### config.mk
export PLATFORM = sky130hd
export DESIGN_NAME = mm_mont_mul_flat
export DESIGN_NICKNAME = d
export VERILOG_FILES = /design/src/rtl/mm_mont_mul_if.sv /design/src/rtl/mm_mont_mul.sv /design/src/flat_wrapper.sv
export SDC_FILE = /design/constraint.sdc
export NUM_CORES = 1
export LEC_CHECK = 0
export ABC_AREA = 1
export BUFFER_PORTS_ARGS = -buffer_cell sky130_fd_sc_hd__buf_2
export CELL_PAD_IN_SITES_DETAIL_PLACEMENT = 1
export CELL_PAD_IN_SITES_GLOBAL_PLACEMENT = 1
export CORE_AREA = 2 2 133 135
export CTS_CLUSTER_DIAMETER = 150
export CTS_CLUSTER_SIZE = 14
export DETAILED_ROUTE_END_ITERATION = 7
export DIE_AREA = 0 0 135 137
export PLACE_DENSITY = 0.84
export SKIP_LAST_GASP = 1
export SLEW_MARGIN = 10
export SYNTH_ARGS = -nofsm -noshare
export SYNTH_HDL_FRONTEND = slang
export SYNTH_SLANG_ARGS = --single-unit
### constraint.sdc
create_clock -name clk -period 3.8 [get_ports clk]
set_input_delay 0.19 -clock clk [delete_from_list [all_inputs] [get_ports clk]]
set_output_delay 0.19 -clock clk [all_outputs]
set_load 0.02 [all_outputs]
### src/rtl/mm_mont_mul_if.sv
// ---------------------------------------------------------------------------
// mm_mont_mul_if: request/result bundle for the Montgomery multiplier.
//   ce     clock enable (all multiplier registers hold while low)
//   start  launch request, accepted only in IDLE with ce high
//   a, b   operands (each expected below n)
//   n      odd modulus
//   p      result, valid while ready is high
//   ready  block idle, p holds the last result
//   err    operand-check flag (constant 0 unless MM_OPERAND_CHECK_EN)
// master: the requester driving operands; slave: the multiplier.
// ---------------------------------------------------------------------------
interface mm_mont_mul_if #(
  parameter int WIDTH = 16
) ();
  logic             ce;
  logic             start;
  logic [WIDTH-1:0] a;
  logic [WIDTH-1:0] b;
  logic [WIDTH-1:0] n;
  logic [WIDTH-1:0] p;
  logic             ready;
  logic             err;

  modport master (
    output ce, start, a, b, n,
    input  p, ready, err
  );

  modport slave (
    input  ce, start, a, b, n,
    output p, ready, err
  );
endinterface

### src/rtl/mm_mont_mul.sv
// ---------------------------------------------------------------------------
// mm_mont_mul: bit-serial radix-2 Montgomery multiplier, p = a*b*2^-WIDTH mod n.
// One multiplier bit is consumed per enabled clock; a request takes
// 1 accept edge + WIDTH loop edges + 1 final-subtraction edge.
//
// Ports:
//   clk   rising-edge clock
//   rst   synchronous active-high reset (wins over ce)
//   bus   mm_mont_mul_if.slave: ce, start, a, b, n in; p, ready, err out
//
// Optional build macro MM_OPERAND_CHECK_EN: when defined, err is captured at
// the accepted start as (n even) | (a >= n) | (b >= n); when undefined err
// is tied low and no comparators exist.
// ---------------------------------------------------------------------------
module mm_mont_mul #(
  parameter int WIDTH = 16,
  parameter int CNT_W = 5
) (
  input logic          clk,
  input logic          rst,
  mm_mont_mul_if.slave bus
);

  typedef enum logic [1:0] {
    IDLE  = 2'd0,
    LOOP  = 2'd1,
    FINAL = 2'd2
  } state_t;

  localparam logic [CNT_W-1:0] LAST_I = CNT_W'(WIDTH - 1);
  localparam logic [CNT_W-1:0] ONE_I  = CNT_W'(1);

  state_t             state_r;
  state_t             state_s;
  logic [WIDTH-1:0]   a_r;
  logic [WIDTH-1:0]   b_r;
  logic [WIDTH-1:0]   n_r;
  // Accumulator stays below 2n, so two guard bits cover s + b + n.
  logic [WIDTH+1:0]   s_r;
  logic [CNT_W-1:0]   i_r;
  logic [WIDTH-1:0]   p_r;
  logic               ready_r;

  logic [WIDTH-1:0]   a_sh_s;
  logic [WIDTH+1:0]   add_s;
  logic [WIDTH+1:0]   t_s;
  logic [WIDTH+1:0]   fin_s;

  // Next-state logic for the IDLE -> LOOP -> FINAL sequence.
  always_comb begin
    state_s = state_r;
    case (state_r)
      IDLE: begin
        if (bus.start) begin
          state_s = LOOP;
        end else begin
          state_s = IDLE;
        end
      end
      LOOP: begin
        if (i_r == LAST_I) begin
          state_s = FINAL;
        end else begin
          state_s = LOOP;
        end
      end
      FINAL:   state_s = IDLE;
      default: state_s = IDLE;
    endcase
  end

  // State register, advancing only on enabled edges.
  always_ff @(posedge clk) begin
    if (rst) begin
      state_r <= IDLE;
    end else if (bus.ce) begin
      state_r <= state_s;
    end
  end

  // One Montgomery step: add b on the current a bit, make the sum even with n, halve.
  always_comb begin
    a_sh_s = a_r >> i_r;
    add_s  = s_r + (a_sh_s[0] ? {2'b00, b_r} : {(WIDTH+2){1'b0}});
    if (add_s[0]) begin
      t_s = add_s + {2'b00, n_r};
    end else begin
      t_s = add_s;
    end
    // Final conditional subtraction brings s from [0, 2n) into [0, n).
    if (s_r >= {2'b00, n_r}) begin
      fin_s = s_r - {2'b00, n_r};
    end else begin
      fin_s = s_r;
    end
  end

`ifdef MM_OPERAND_CHECK_EN
  logic err_r;

  // Operand-check flag, captured once per accepted request.
  always_ff @(posedge clk) begin
    if (rst) begin
      err_r <= 1'b0;
    end else if (bus.ce && (state_r == IDLE) && bus.start) begin
      err_r <= (bus.n[0] == 1'b0) | (bus.a >= bus.n) | (bus.b >= bus.n);
    end
  end

  assign bus.err = err_r;
`else
  assign bus.err = 1'b0;
`endif

  // Datapath registers: operand capture, serial accumulation, result and ready.
  always_ff @(posedge clk) begin
    if (rst) begin
      a_r     <= {WIDTH{1'b0}};
      b_r     <= {WIDTH{1'b0}};
      n_r     <= {WIDTH{1'b0}};
      s_r     <= {(WIDTH+2){1'b0}};
      i_r     <= {CNT_W{1'b0}};
      p_r     <= {WIDTH{1'b0}};
      ready_r <= 1'b1;
    end else if (bus.ce) begin
      case (state_r)
        IDLE: begin
          if (bus.start) begin
            a_r     <= bus.a;
            b_r     <= bus.b;
            n_r     <= bus.n;
            s_r     <= {(WIDTH+2){1'b0}};
            i_r     <= {CNT_W{1'b0}};
            ready_r <= 1'b0;
          end
        end
        LOOP: begin
          s_r <= t_s >> 1;
          i_r <= i_r + ONE_I;
        end
        FINAL: begin
          p_r     <= fin_s[WIDTH-1:0];
          ready_r <= 1'b1;
        end
        default: begin
          ready_r <= 1'b1;
        end
      endcase
    end
  end

  assign bus.p     = p_r;
  assign bus.ready = ready_r;

endmodule

### src/flat_wrapper.sv
// flat-port wrapper written by rule: the top's interface ports become plain ports
module mm_mont_mul_flat 
#(
  parameter int WIDTH = 16,
  parameter int CNT_W = 5
)
  (clk, rst, bus_ce, bus_start, bus_a, bus_b, bus_n, bus_p, bus_ready, bus_err);
  mm_mont_mul_if #(.WIDTH(WIDTH)) bus_i ();
  input logic clk;
  input logic rst;
  input wire logic [$bits(bus_i.ce)-1:0] bus_ce;
  input wire logic [$bits(bus_i.start)-1:0] bus_start;
  input wire logic [$bits(bus_i.a)-1:0] bus_a;
  input wire logic [$bits(bus_i.b)-1:0] bus_b;
  input wire logic [$bits(bus_i.n)-1:0] bus_n;
  output wire logic [$bits(bus_i.p)-1:0] bus_p;
  output wire logic [$bits(bus_i.ready)-1:0] bus_ready;
  output wire logic [$bits(bus_i.err)-1:0] bus_err;
  assign bus_i.ce = bus_ce;
  assign bus_i.start = bus_start;
  assign bus_i.a = bus_a;
  assign bus_i.b = bus_b;
  assign bus_i.n = bus_n;
  assign bus_p = bus_i.p;
  assign bus_ready = bus_i.ready;
  assign bus_err = bus_i.err;
  mm_mont_mul #(.WIDTH(WIDTH), .CNT_W(CNT_W)) u_core (.clk(clk), .rst(rst), .bus(bus_i));
endmodule
== Yosys cells after proc, flatten, opt, wreduce, memory -nomap -nowiden ==
Index checks and enable logic that the tools add are counted.

* Add/sub/neg operators: 4
* Order comparisons: 1
* Eq/ne operators: 4
* Shifts and indexed selects: 1
* Multiplexer cells: 12
* Bitwise gates (word level): 1
* Reductions and logical operators: 6

{| class="wikitable"
|+ Operator list
! operator !! number
|-
| adder 18 x 16 -> 18 bit || 2
|-
| two-way mux 18 bit || 2
|-
| one-hot mux 18 bit (2 select lines) || 1
|-
| two-way mux 16 bit || 2
|-
| >= comparator 18 x 16 -> 1 bit || 1
|-
| right shift 16 x 5 -> 1 bit || 1
|-
| subtractor 16 bit || 1
|-
| one-hot mux 5 bit (2 select lines) || 1
|-
| AND reduction 3 bit || 3
|-
| adder 5 x 1 -> 5 bit, second input constant || 1
|-
| equality test 5 x 4 -> 1 bit, second input constant || 1
|-
| two-way mux 5 bit || 1
|-
| one-hot mux 2 bit (2 select lines) || 1
|-
| equality test 2 x 1 -> 1 bit, second input constant || 1
|-
| equality test 2 bit, second input constant || 1
|-
| logical NOT 2 bit || 1
|-
| two-way mux 1 bit || 2
|-
| two-way mux 2 bit || 1
|-
| inequality test 2 bit, second input constant || 1
|-
| one-hot mux 1 bit (2 select lines) || 1
|-
| AND reduction 2 bit || 1
|-
| nonzero test 2 bit || 1
|-
| inverter 1 bit || 1
|}

* Register bits after elaboration: 90
* Input bits: 52
* Output and inout port bits: 18
* Word-level logic and storage cells: 37

== Logic depth before layout (Yosys ltp) ==
Gate-level depths: netlist (run 1).

* Depth after elaboration: 6
* Gate-level depth with buffers: 34
* Gate-level depth less buffers: 34

== Worst setup path before layout (run 1) ==
No wires, ideal clock.

* Path type: register to register
* Start: reg u_core.i_r[0]
* End: reg u_core.s_r[15]
* Setup time: 132 ps
* Arrival: 3607 ps
* Data required time: 3668 ps
* Setup slack: 61 ps
* Stages on the path, launching flop included: 25
* Path buffers: 2
* Period minus slack after synthesis: 3739 ps
* Path through: dfxtp_1 > buf_2 > o21ai_0 > o22ai_1 > nand2_1 > a21oi_1 > o21ai_1 > buf_2 > nor2_1 > ha_1 > a21oi_1 > a21boi_1 > nand2_1 > a21oi_1 > inv_1 > nand2_1 > nand2_1 > ha_1 > a21oi_1 > o21ai_0 > a21oi_1 > nand2_1 > a21oi_1 > nand3b_1 > a21oi_1

* Cells in the longest elaborated chain, start to end: 6

{| class="wikitable"
|+ Ends and longest elaborated chain
! what !! line !! source
|-
| start, declared || mm_mont_mul.sv:40 || <nowiki>logic [CNT_W-1:0] i_r;</nowiki>
|-
| start signal, assigned || mm_mont_mul.sv:122 || <nowiki>i_r <= {CNT_W{1'b0}};</nowiki>
|-
| start signal, assigned || mm_mont_mul.sv:133 || <nowiki>i_r <= {CNT_W{1'b0}};</nowiki>
|-
| start signal, assigned || mm_mont_mul.sv:139 || <nowiki>i_r <= i_r + ONE_I;</nowiki>
|-
| right shift 16 x 5 -> 1 bit * || mm_mont_mul.sv:83 || <nowiki>a_sh_s = a_r >> i_r;</nowiki>
|-
| two-way mux 16 bit * || mm_mont_mul.sv:84 || <nowiki>add_s = s_r + (a_sh_s[0] ? {2'b00, b_r} : {(WIDTH+2){1'b0}});</nowiki>
|-
| adder 18 x 16 -> 18 bit * || mm_mont_mul.sv:84 ||
|-
| adder 18 x 16 -> 18 bit || mm_mont_mul.sv:86 || <nowiki>t_s = add_s + {2'b00, n_r};</nowiki>
|-
| two-way mux 18 bit * || mm_mont_mul.sv:85 || <nowiki>if (add_s[0]) begin</nowiki>
|-
| one-hot mux 18 bit (2 select lines) * || mm_mont_mul.sv:126 || <nowiki>case (state_r)</nowiki>
|-
| end signal, assigned || mm_mont_mul.sv:121 || <nowiki>s_r <= {(WIDTH+2){1'b0}};</nowiki>
|-
| end signal, assigned || mm_mont_mul.sv:132 || <nowiki>s_r <= {(WIDTH+2){1'b0}};</nowiki>
|-
| end signal, assigned || mm_mont_mul.sv:138 || <nowiki>s_r <= t_s >> 1;</nowiki>
|-
| end, declared || mm_mont_mul.sv:39 || <nowiki>logic [WIDTH+1:0] s_r;</nowiki>
|}

Mark *: on every way between the ends. The rest lies on a longest branch, timed or not.
A chain may end at the register's enable or synchronous reset.

== Worst setup path after layout (run 1) ==
* Start: reg u_core.i_r[0]
* End: reg u_core.s_r[16]

Same word-level chain as after synthesis.

==> reports/results.txt, run 1 <==
Number of vias in the routed layout = 7946
Fin crit share = 122%
Hold WC Path Type = primary input to register
Final setup violation count = 15
Ranking of synthesized cells by area = dfxtp_1 (28%), nand2_1 (13%), ha_1 (9.7%)
Synth warn = 0
Clk slew on worst S/H paths = 0.08 ns
Ant diodes = 0
HP Start = bus_n[0]
Area Growth Syn to Fin = 40.1%
Slowest stage cell on the critical path = fa_2
Post-synth EDFFs = 0
WL/cell = 23.2 µm
Avg Inst Size Synth = 6.50 µm²
Drt pass-1 iters = 5
Cell count after synthesis = 975
Ranking of synthesized cells by instance count = nand2_1 (219), a21oi_1 (122), inv_1 (105), nor2_1 (101), dfxtp_1 (89)
VDD IR-drop max = 0.263 mV
Final worst setup slack = -0.840 ns
DR DRC count = 0
Fill count = 2181
Post-route cell area = 0.00889 mm²
Most frequent cell on the critical path = nand2_1
Number of global-route vias before repair = 7576
Status = finished, violations left
Syn_nets = 1079
Via/cell ratio = 5.90
Global Route Usage Sum = 27.4%
Yosys cell types = 44
Final setup TNS = -8.35 ns
Multi-input logic area = 0.00498 mm²
Register area share after synthesis = 28.1%
RSZ-0062 raised after global routing = true
Register bit total from synthesis = 89
FF+latch area = 0.00179 mm²
Final hold vios = 0
Leak = 4.09 nW
Cell area power density = 313 mW/mm²
Clk Latency, worst-skew pair = 0.38 ns
Primary FF master, synth = dfxtp_1
Minimum clock period = 4.64 ns
Proportion of netlist area held by the largest area contributor = 28.1%
Leading area contributor after synthesis = dfxtp_1
Max Cap Viol = 0
Most common cell in the netlist = nand2_1
Final ANT Viol Nets = 0
Clock Tree Buf Depth = 2
Largest delay share family, worst path = simple AND/OR/NAND/NOR gates
Clock skew = 0.0173 ns
Placed instance count = 1306
Root Driver = clkbuf_16
TritonCTS clock tree = done
TritonCTS buffer count = 9
Die height = 137 µm
Core area = 0.0171 mm²
Die footprint = 0.0185 mm²
Initial DRC Count = 536
Hold path depth = 3
Crit path DAT = 4.93 ns
CTS HTree Levels = 3
Grt total ovfl = 0
Non-filler instance count after layout = 1347
Mapped Area = 0.00634 mm²
Rel. slew slack = 24.4%
R2R Setup Slk = -0.84 ns
Placer Congestion = 0.952
Largest net degree at the start of global routing = 81
Share of layout cells above drive strength 1 = 32.7%
R2R cell count = 30
Initial antenna violation count = 0
Die Span X = 135 µm
Setup CP Type = register to register
Worst slew pin tran = 1.13 ns
Placed cell areas = 0.00734 mm²
Crit path max fanout = 7
WHS = 0.0796 ns
CP max stage delay = 0.45 ns
Max Clock Freq = 216 MHz
Final slew viol count = 0
Hold endpoint = u_core.n_r[0]
DRT Wirelength = 31200 µm
Worst setup EP type = register
Floorplan row count = 48
CTS Sinks = 89
First-pass GRT wire length = 39400 µm
I/O pins = 70
Post-synth ARST share = 0%
Worst r2r src = u_core.i_r[0]
Nets = 1221
Failing checks = negative setup slack
Critical path data required time = 4.09 ns
Hpwl dp = 16400 µm
Reg-to-reg critical path endpoint = u_core.s_r[16]
Type of origin of the critical path = register
Initial cell density of the core = 37.2%
IO Port Bufs = 68
Buffers plus inverters on the worst setup path = 5
registers in the layout, summed over array words and instances (netlist names):
register / flops
u_core.bus.p: 16
u_core.s_r: 17
u_core.bus.ready: 1
u_core.state_r: 2
u_core.i_r: 5
u_core.b_r: 16
u_core.n_r: 16
u_core.a_r: 16
cells in the final DEF (no fill, tap or decap), types with 5 or more instances in the layout:
master,n
xor2_1,8
dfxtp_1,87
buf_4,88
nor2_1,76
nand2_4,15
o21ai_0,64
nand3_2,11
o21ai_1,13
xnor2_1,7
ha_4,19
nand2_1,167
a21o_1,5
o21ai_2,5
inv_1,98
nor3_1,7
a21oi_1,98
a21oi_2,23
buf_6,8
nand3b_1,17
nand3_1,56
nand2_2,41
ha_1,29
clkbuf_16,9
nor2_4,13
inv_2,9
nor2_2,16
buf_2,68
cell type report:
type                    count  share of cell area (%)
multi-input cells         744                    56.1
flip-flops and latches     89                    20.1
repair buffers            164                    12.3
inverters                 109                    4.69
well taps                 225                    3.17
clock buffers              13                    3.15
clock inverters             3                   0.493
how the worst max path moves through the flow:
stage | from | end | slack, ns | depth (start not counted)
5_1_grt | u_core.i_r[0] | u_core.s_r[16] | -0.88 | 30
3_3_place_gp | u_core.i_r[0] | u_core.s_r[13] | -0.20 | 25
2_1_floorplan | u_core.i_r[0] | u_core.s_r[15] | 0.06 | 24
6_report | u_core.i_r[0] | u_core.s_r[16] | -0.84 | 30
3_5_place_dp | u_core.i_r[0] | u_core.s_r[16] | -0.53 | 28
4_1_cts | u_core.i_r[0] | u_core.s_r[16] | -0.07 | 30
tightest hold or removal path, delay by kind of cell:
| kind | cells | cell delay (ns) |
|---|---|---|
| AOI/OAI and AO/OA | 1 | 0.07 |
| and+or+nand+nor | 1 | 0.08 |
| buffers and inverters | 1 | 0.07 |
cells by family (layout without fill, tap and decap cells):
group	count (synthesis)	in the layout	share of synthesized area [%]
buf+inv	142	289	8.96
other cells	1	1	0.0591
simple gates	437	437	29.8
fa+ha+maj	52	52	10.6
compound gates	232	232	19.5
flops	89	89	28.1
xor+xnor	22	22	3.04
per-stage QoR:
stage / total power [W] / util (%) / setup slack (ns)
global placement: 0.00160 / 43.1 / -0.204
CTS: 0.00266 / 47.8 / -0.0703
floorplan: 0.00143 / - / 0.0605
global route: 0.00288 / 52.1 / -0.877
detailed placement: 0.00163 / 43.1 / -0.534
finish: 0.00278 / 52.1 / -0.840
power breakdown:
group / internal (W) / leakage [nW] / switching [W]
Sequential: 0.000975 / 0.728 / 0.0000456
Combinational: 0.000286 / 3.20 / 0.000470
Clock: 0.000584 / 0.162 / 0.000424
per-layer routing:
layer	track usage, %	up-vias	share of wire (%)	routed length (µm)
li1	-	3498	-	-
met3	4.81	202	8.0	2510
met2	47.7	480	48	14900
met5	0	-	0	0
met1	33.2	3766	36	11200
met4	11.7	0	8.3	2590
repair_timing:
item / CTS / global route
gates cloned: 1 / 0
resized for setup: 106 / 135
pin swaps: 42 / 69
setup buffers: 9 / 15
hold buffers: 0 / 0
endpoints found under the setup margin: 13 / 15
No activity file was read; power rests on OpenSTA's default activity.
==> run 2: changes to the inputs <==
- ABC_AREA: 1 -> 0
- ABC_CLOCK_PERIOD_IN_PS: not set -> 3800
- CORE_AREA: 2 2 133 135 -> 2 2 125 127
- DIE_AREA: 0 0 135 137 -> 0 0 127 129
==> reports/results.txt, run 2 <==
Status = finished, violations left
Failing checks = negative setup slack
Post-synth ARST share = 0% (unchanged)
Share of layout cells above drive strength 1 = 27.8% (-4.9 points)
Sw Share = 27.9% (-5.9 points)
Floorplan row count = 45 (-6.3%)
Post-Synth Simple-Gate Area = 19.6% (-10 points)
Non-filler instance count after layout = 1075 (-20%)
Largest delay share family, worst path = multiplexers
Hpwl dp = 13800 µm (-16%)
Placer Congestion = 0.884 (-7.2%)
NetSw = 0.000706 W (-25%)
Largest family of logic cells by synthesized area = compound AO/OA/AOI/OAI gates
Pint = 0.00183 W (-0.90%)
Avg Inst Size Synth = 7.93 µm² (+22%)
Pre-CTS WS = -1.06 ns (-0.528 ns)
First-pass GRT wire length = 31400 µm (-20%)
Final ANT Viol Nets = 0 (unchanged)
Most common cell in the netlist = nand2_1
TritonCTS buffer count = 9 (unchanged)
Worst slew pin tran = 0.946 ns (-0.186 ns)
TritonCTS clock tree = done
Crit path max fanout = 5 (-2)
CTS HTree Levels = 3 (unchanged)
Root Driver = clkbuf_16
Cell area power density = 329 mW/mm² (+5.0%)
Rel. slew slack = 36.9% (+12 points)
Hold endpoint = u_core.n_r[13]
Cell count after synthesis = 742 (-24%)
Clk slew on worst S/H paths = 0.07 ns (about the same)
Global Route Usage Sum = 24.3% (-3.1 points)
RSZ-0062 raised after global routing = true
Minimum clock period = 5.00 ns (+0.357 ns)
Max Cap Viol = 0 (unchanged)
Synth Area in Compound Gates = 21.6% (+2.1 points)
Flop pwr share = 39.5% (+2.9 points)
Clock skew = 0.00843 ns (-0.00891 ns)
I/O pins = 70 (unchanged)
DRT Wirelength = 21000 µm (-33%)
Worst setup EP type = register
Clock share of power = 41.4% (+5.2 points)
Commonest non-fill, non-tap cell in the layout = nand2_1
Register bit total from synthesis = 89 (unchanged)
VDD IR-drop max = 0.210 mV (-20%)
Most flop-heavy register = u_core.s_r
Area Growth Syn to Fin = 31.0%
Die height = 129 µm (-5.8%)
Ant diodes = 0 (unchanged)
Yosys cell types = 63 (+43%)
Placed instance count = 1034 (-21%)
Max Clock Freq = 200 MHz (-7.1%)
Mapped Area = 0.00588 mm² (-7.2%)
HP Start = bus_n[13]
Proportion of netlist area held by the largest area contributor = 30.3% (+2.2 points)
Grt total ovfl = 0 (unchanged)
Final slew viol count = 0 (unchanged)
Clk Latency, worst-skew pair = 0.36 ns (-0.02 ns)
Core area = 0.0150 mm² (-12%)
Die footprint = 0.0164 mm² (-11%)
Critical path data required time = 4.05 ns (-0.04 ns)
Ranking of synthesized cells by area = dfxtp_1 (30%), ha_1 (10%), a21oi_1 (9.0%)
IO Port Bufs = 68 (unchanged)
Most frequent cells in the layout = nand2_1 (129), a21oi_1 (95), buf_4 (94)
Synth warn = 0 (unchanged)
Ranking of synthesized cells by instance count = nand2_1 (129), a21oi_1 (106), dfxtp_1 (89), ha_1 (49), nor2_1 (49)
WL/cell = 19.5 µm (-16%)
Post-route cell area = 0.00771 mm² (-13%)
Leading area contributor after synthesis = dfxtp_1
Via/cell ratio = 5.63 (-4.5%)
Initial cell density of the core = 39.3% (+2.1 points)
Adder-cell area share of the yosys netlist = 11.4% (+0.83 points)
Type of origin of the critical path = register
CP cell instances = mux4_2, mux4_2, and3_1, ha_1, o211ai_1, o211ai_1, nand2_1, xnor2_1, ha_1, nand3_1, o22ai_1, nor2_1, a21oi_2, a41oi_2, nor2b_2, xnor2_1, mux2_4, a22o_1
Final worst setup slack = -1.20 ns (-0.357 ns)
Post-Synth XOR/XNOR Area = 6.25% (+3.2 points)
Worst r2r src = u_core.i_r[0]
Die Span X = 127 µm (-5.9%)
Crit path DAT = 5.25 ns (+0.32 ns)
Initial DRC Count = 264 (-51%)
Syn_nets = 846 (-22%)
CTS Sinks = 89 (unchanged)
Hold path depth = 3 (unchanged)
Placed cell areas = 0.00697 mm² (-5.1%)
Setup CP Type = register to register
Post-synth EDFFs = 0 (unchanged)
Multiplexer share of the synthesized area = 5.89% (+5.9 points)
Fin crit share = 131% (+9.4 points)
Number of vias in the routed layout = 6054 (-24%)
Drt pass-1 iters = 8 (+3)
Combinational power share = 19.1% (-8.0 points)
Final hold vios = 0 (unchanged)
R2R cell count = 18 (-40%)
Buffers plus inverters on the worst setup path = 0 (-5)
Register area share after synthesis = 30.3% (+2.2 points)
Reg-to-reg critical path endpoint = u_core.s_r[12]
Number of global-route vias before repair = 6183 (-18%)
Primary FF master, synth = dfxtp_1
Clock Tree Buf Depth = 2 (unchanged)
Final setup violation count = 15 (unchanged)
Max reg flops = 17 (unchanged)
Largest net degree at the start of global routing = 50 (-38%)
Nets = 986 (-19%)
Slowest stage cell on the critical path = mux4_2
DR DRC count = 0 (unchanged)
Hold WC Path Type = primary input to register
Leak = 3.51 nW (-14%)
Initial antenna violation count = 0 (unchanged)
WHS = 0.0641 ns (-0.0155 ns)
R2R Setup Slk = -1.20 ns (-0.36 ns)
CP max stage delay = 0.57 ns (+0.12 ns)
[run 2: changes by cell type after synthesis, moves of 20 or more]
cell     delta
nor2_1     -52
o21ai_0    -56
mux2i_1    +20
inv_1      -73
nand3_1    -63
nand2_1    -90
[run 2: final cells by class]
| class | instances | area, µm² |
|---|---|---|
| fillers | 1856 | 7270 |
| inverters | 32 | 120 |
| repair buffers | 165 | 1080 |
| clock inverters | 7 | 124 |
| clock buffers | 9 | 225 |
| well taps | 188 | 235 |
| multi-input cells | 585 | 4140 |
| flip-flops and latches | 89 | 1790 |
[run 2: kinds of logic after synthesis]
kind of cell | count (synthesis)
and+or+nand+nor | 257
AOI/OAI and AO/OA | 204
DFF | 89
buffers and inverters | 69
adders and majority gates | 52
xor gates and xnor gates | 42
muxes | 28
other | 1
[run 2: metrics by stage]
step / TNS, ns / total power, W / utilization, %
floorplan: -5.80 / 0.00135 / -
global placement: -8.60 / 0.00146 / 46.5
detailed placement: -10.74 / 0.00147 / 46.5
CTS: -10.04 / 0.00254 / 50.2
global route: -14.51 / 0.00263 / 51.5
finish: -11.56 / 0.00253 / 51.5
[run 2: power by group through the flow]
stage               clock (W)  combinational (W)  sequential [W]
floorplan                   0           0.000342         0.00100
global placement            0           0.000439         0.00102
detailed placement          0           0.000454         0.00102
CTS                   0.00107           0.000473        0.000998
global route          0.00109           0.000531         0.00100
finish                0.00105           0.000485         0.00100
[run 2: worst max path at each step]
stage / start / slack [ns] / end / cells past startpoint
2_1_floorplan: u_core.i_r[0] / -0.77 / u_core.s_r[12] / 23
3_5_place_dp: u_core.i_r[0] / -1.06 / u_core.s_r[12] / 18
3_3_place_gp: u_core.i_r[0] / -0.90 / u_core.s_r[12] / 18
5_1_grt: u_core.i_r[0] / -1.41 / u_core.s_r[12] / 18
4_1_cts: u_core.i_r[0] / -1.0 / u_core.s_r[12] / 22
6_report: u_core.i_r[0] / -1.20 / u_core.s_r[12] / 18
[run 2: worst register-to-register path: stages, from the launching register on]
cell      delay, ns
dfxtp_4        0.39
mux4_2         0.54
mux4_2         0.57
and3_1         0.24
ha_1           0.35
o211ai_1       0.15
o211ai_1       0.34
nand2_1        0.13
xnor2_1        0.17
ha_1           0.36
nand3_1        0.16
o22ai_1        0.27
nor2_1         0.13
a21oi_2        0.20
a41oi_2        0.16
nor2b_2        0.18
xnor2_1        0.12
mux2_4         0.26
a22o_1         0.17
[run 2: metal layers]
layer / global-route usage [%] / wire length [µm] / up-vias
met5: 0 / 0 / -
met4: 9.24 / 594 / 0
met3: 2.95 / 1100 / 38
met2: 42.7 / 10400 / 160
met1: 30.7 / 8890 / 2959
li1: - / - / 2897
[run 2: repair_timing]
item | in CTS | in global routing
hold buffers | 0 | 0
endpoints found under the setup margin | 15 | 16
gates cloned | 1 | 0
resized for setup | 12 | 22
setup buffers | 12 | 13
pin swaps | 17 | 33
==> run 3: changes to the inputs <==
- ABC_CLOCK_PERIOD_IN_PS: 3800 -> 4300
- clock period: 3.8 -> 4.3 ns (I/O delays scaled with it)
==> reports/results.txt, run 3 (synthesis gave the netlist of run 2 again) <==
Status = finished, violations left
Failing checks = negative setup slack
Drt pass-1 iters = 4 (-4)
Global Route Usage Sum = 23.6% (-0.75 points)
TritonCTS clock tree = done
Max Cap Viol = 0 (unchanged)
Initial cell density of the core = 39.3% (unchanged)
Crit path DAT = 5.28 ns (+0.03 ns)
Cell area power density = 283 mW/mm² (-14%)
First-pass GRT wire length = 30500 µm (-2.8%)
Clk Latency, worst-skew pair = 0.37 ns (about the same)
Ant diodes = 0 (unchanged)
Most frequent cells in the layout = nand2_1 (128), a21oi_1 (90), dfxtp_1 (88)
DR DRC count = 0 (unchanged)
WL/cell = 19.4 µm (-0.35%)
Grt total ovfl = 0 (unchanged)
Hpwl dp = 13700 µm (-0.98%)
Hold WC Path Type = primary input to register
Fin crit share = 117% (-15 points)
Pre-CTS WS = -0.594 ns (+0.468 ns)
Area Growth Syn to Fin = 30.4%
Worst slew pin tran = 0.935 ns (-0.0116 ns)
Die footprint = 0.0164 mm² (unchanged)
R2R Setup Slk = -0.72 ns (+0.48 ns)
R2R cell count = 19 (+1)
Commonest non-fill, non-tap cell in the layout = nand2_1
FF+latch area = 0.00179 mm² (unchanged)
Crit path max fanout = 8 (+3)
Nets = 974 (-1.2%)
Via/cell ratio = 5.60 (-0.61%)
VDD IR-drop max = 0.222 mV (+5.5%)
IO Port Bufs = 68 (unchanged)
TritonCTS buffer count = 9 (unchanged)
CP Launch Point = u_core.i_r[0]
Max Clock Freq = 199 MHz (-0.48%)
Max reg flops = 17 (unchanged)
Final worst setup slack = -0.721 ns (+0.476 ns)
Number of vias in the routed layout = 5950 (-1.7%)
Final setup violation count = 11 (-4)
Reg-to-reg critical path endpoint = u_core.s_r[14]
Root Driver = clkbuf_16
Die Span X = 127 µm (unchanged)
DRT Wirelength = 20700 µm (-1.5%)
Leak = 3.49 nW (-0.40%)
Minimum clock period = 5.02 ns (+0.0241 ns)
Multi-input logic area = 0.00423 mm² (+2.2%)
Most flop-heavy register = u_core.s_r
Fill count = 1850 (-0.32%)
Share of layout cells above drive strength 1 = 28.8% (+0.95 points)
I/O pins = 70 (unchanged)
Final ANT Viol Nets = 0 (unchanged)
WHS = 0.0769 ns (+0.0129 ns)
Initial antenna violation count = 0 (unchanged)
Worst r2r src = u_core.i_r[0]
Worst setup EP type = register
Type of origin of the critical path = register
Die height = 129 µm (unchanged)
CTS Sinks = 89 (unchanged)
Floorplan row count = 45 (unchanged)
Setup CP Type = register to register
Critical path data required time = 4.56 ns (+0.51 ns)
Rel. slew slack = 37.7% (+0.77 points)
Clock Tree Buf Depth = 2 (unchanged)
Initial DRC Count = 323 (+22%)
Core area = 0.0150 mm² (unchanged)
Setup crit end = u_core.s_r[14]
Number of global-route vias before repair = 6079 (-1.7%)
Hold_buf cts = 0 (unchanged)
Final slew viol count = 0 (unchanged)
Final hold vios = 0 (unchanged)
Clock skew = 0.0114 ns (+0.00294 ns)
Clk slew on worst S/H paths = 0.07 ns (about the same)
Largest net degree at the start of global routing = 72 (+44%)
CTS HTree Levels = 3 (unchanged)
RSZ-0062 raised after global routing = true
Placer Congestion = 0.882 (-0.22%)
## run 3: worst max-delay path, stage by stage (launching register included)
cell and delay, ns:
dfxtp_4 0.39, mux4_2 0.50, mux4_2 0.60, and3_4 0.24
ha_4 0.16, buf_4 0.14, a211oi_4 0.25, o211ai_1 0.19
a41oi_2 0.31, o22ai_2 0.13, o21a_1 0.17, nor2_1 0.21
xnor2_2 0.16, ha_1 0.28, or2_2 0.30, a21oi_2 0.18
a21oi_2 0.08, xor2_1 0.16, mux2_2 0.28, a22o_1 0.18
## run 3: worst min-delay path by stage
stage	slack [ns]	endpoint	from	cells past startpoint
after CTS	0.08	u_core.b_r[5]	bus_b[5]	3
after global routing	0.08	u_core.n_r[0]	bus_n[0]	3
final	0.08	u_core.a_r[4]	bus_a[4]	3
after floorplan	0.35	u_core.a_r[0]	bus_a[0]	2
after global placement	0.45	u_core.b_r[2]	u_core.b_r[2]	2
after detailed placement	0.45	u_core.b_r[7]	u_core.b_r[7]	2
## run 3: layout make-up
class	count	area share (%)
Multi-Input combinational cell	584	55.1
Inverter	32	1.56
Timing Repair Buffer	154	12.9
Sequential cell	89	23.3
Tap cell	188	3.06
Clock buffer	9	2.93
Clock inverter	7	1.21
## run 3: power breakdown
part | internal, W | switching, W | leakage (nW)
registers | 0.000854 | 0.0000299 | 0.724
logic | 0.000185 | 0.000236 | 2.61
clock network | 0.000470 | 0.000396 | 0.158
## run 3: layer usage
metal  global-route usage [%]  up-vias  wire (µm)
met5                        0        -          0
met4                     8.08        0        473
met3                     3.70       34        933
met2                     41.0      177      10100
met1                     29.9     2878       9200
li1                         -     2861          -
## run 3: through the flow
stage | setup TNS (ns) | utilization [%] | instance area (µm²) | std cells | power (W)
after global routing | -7.51 | 51.3 | 7680 | 1063 | 0.00225
after global placement | -2.76 | 45.9 | 6870 | 1024 | 0.00128
final | -5.37 | 51.3 | 7680 | 1063 | 0.00217
after floorplan | -1.16 | - | 5990 | 742 | 0.00119
after detailed placement | -4.32 | 45.9 | 6870 | 1024 | 0.00130
after CTS | -3.52 | 49.4 | 7400 | 1056 | 0.00216
## run 3: repair_timing
item / CTS / global route
endpoints found under the setup margin: 13 / 13
buffers inserted: 18 / 7
pin swaps: 31 / 28
gates resized for setup: 17 / 37
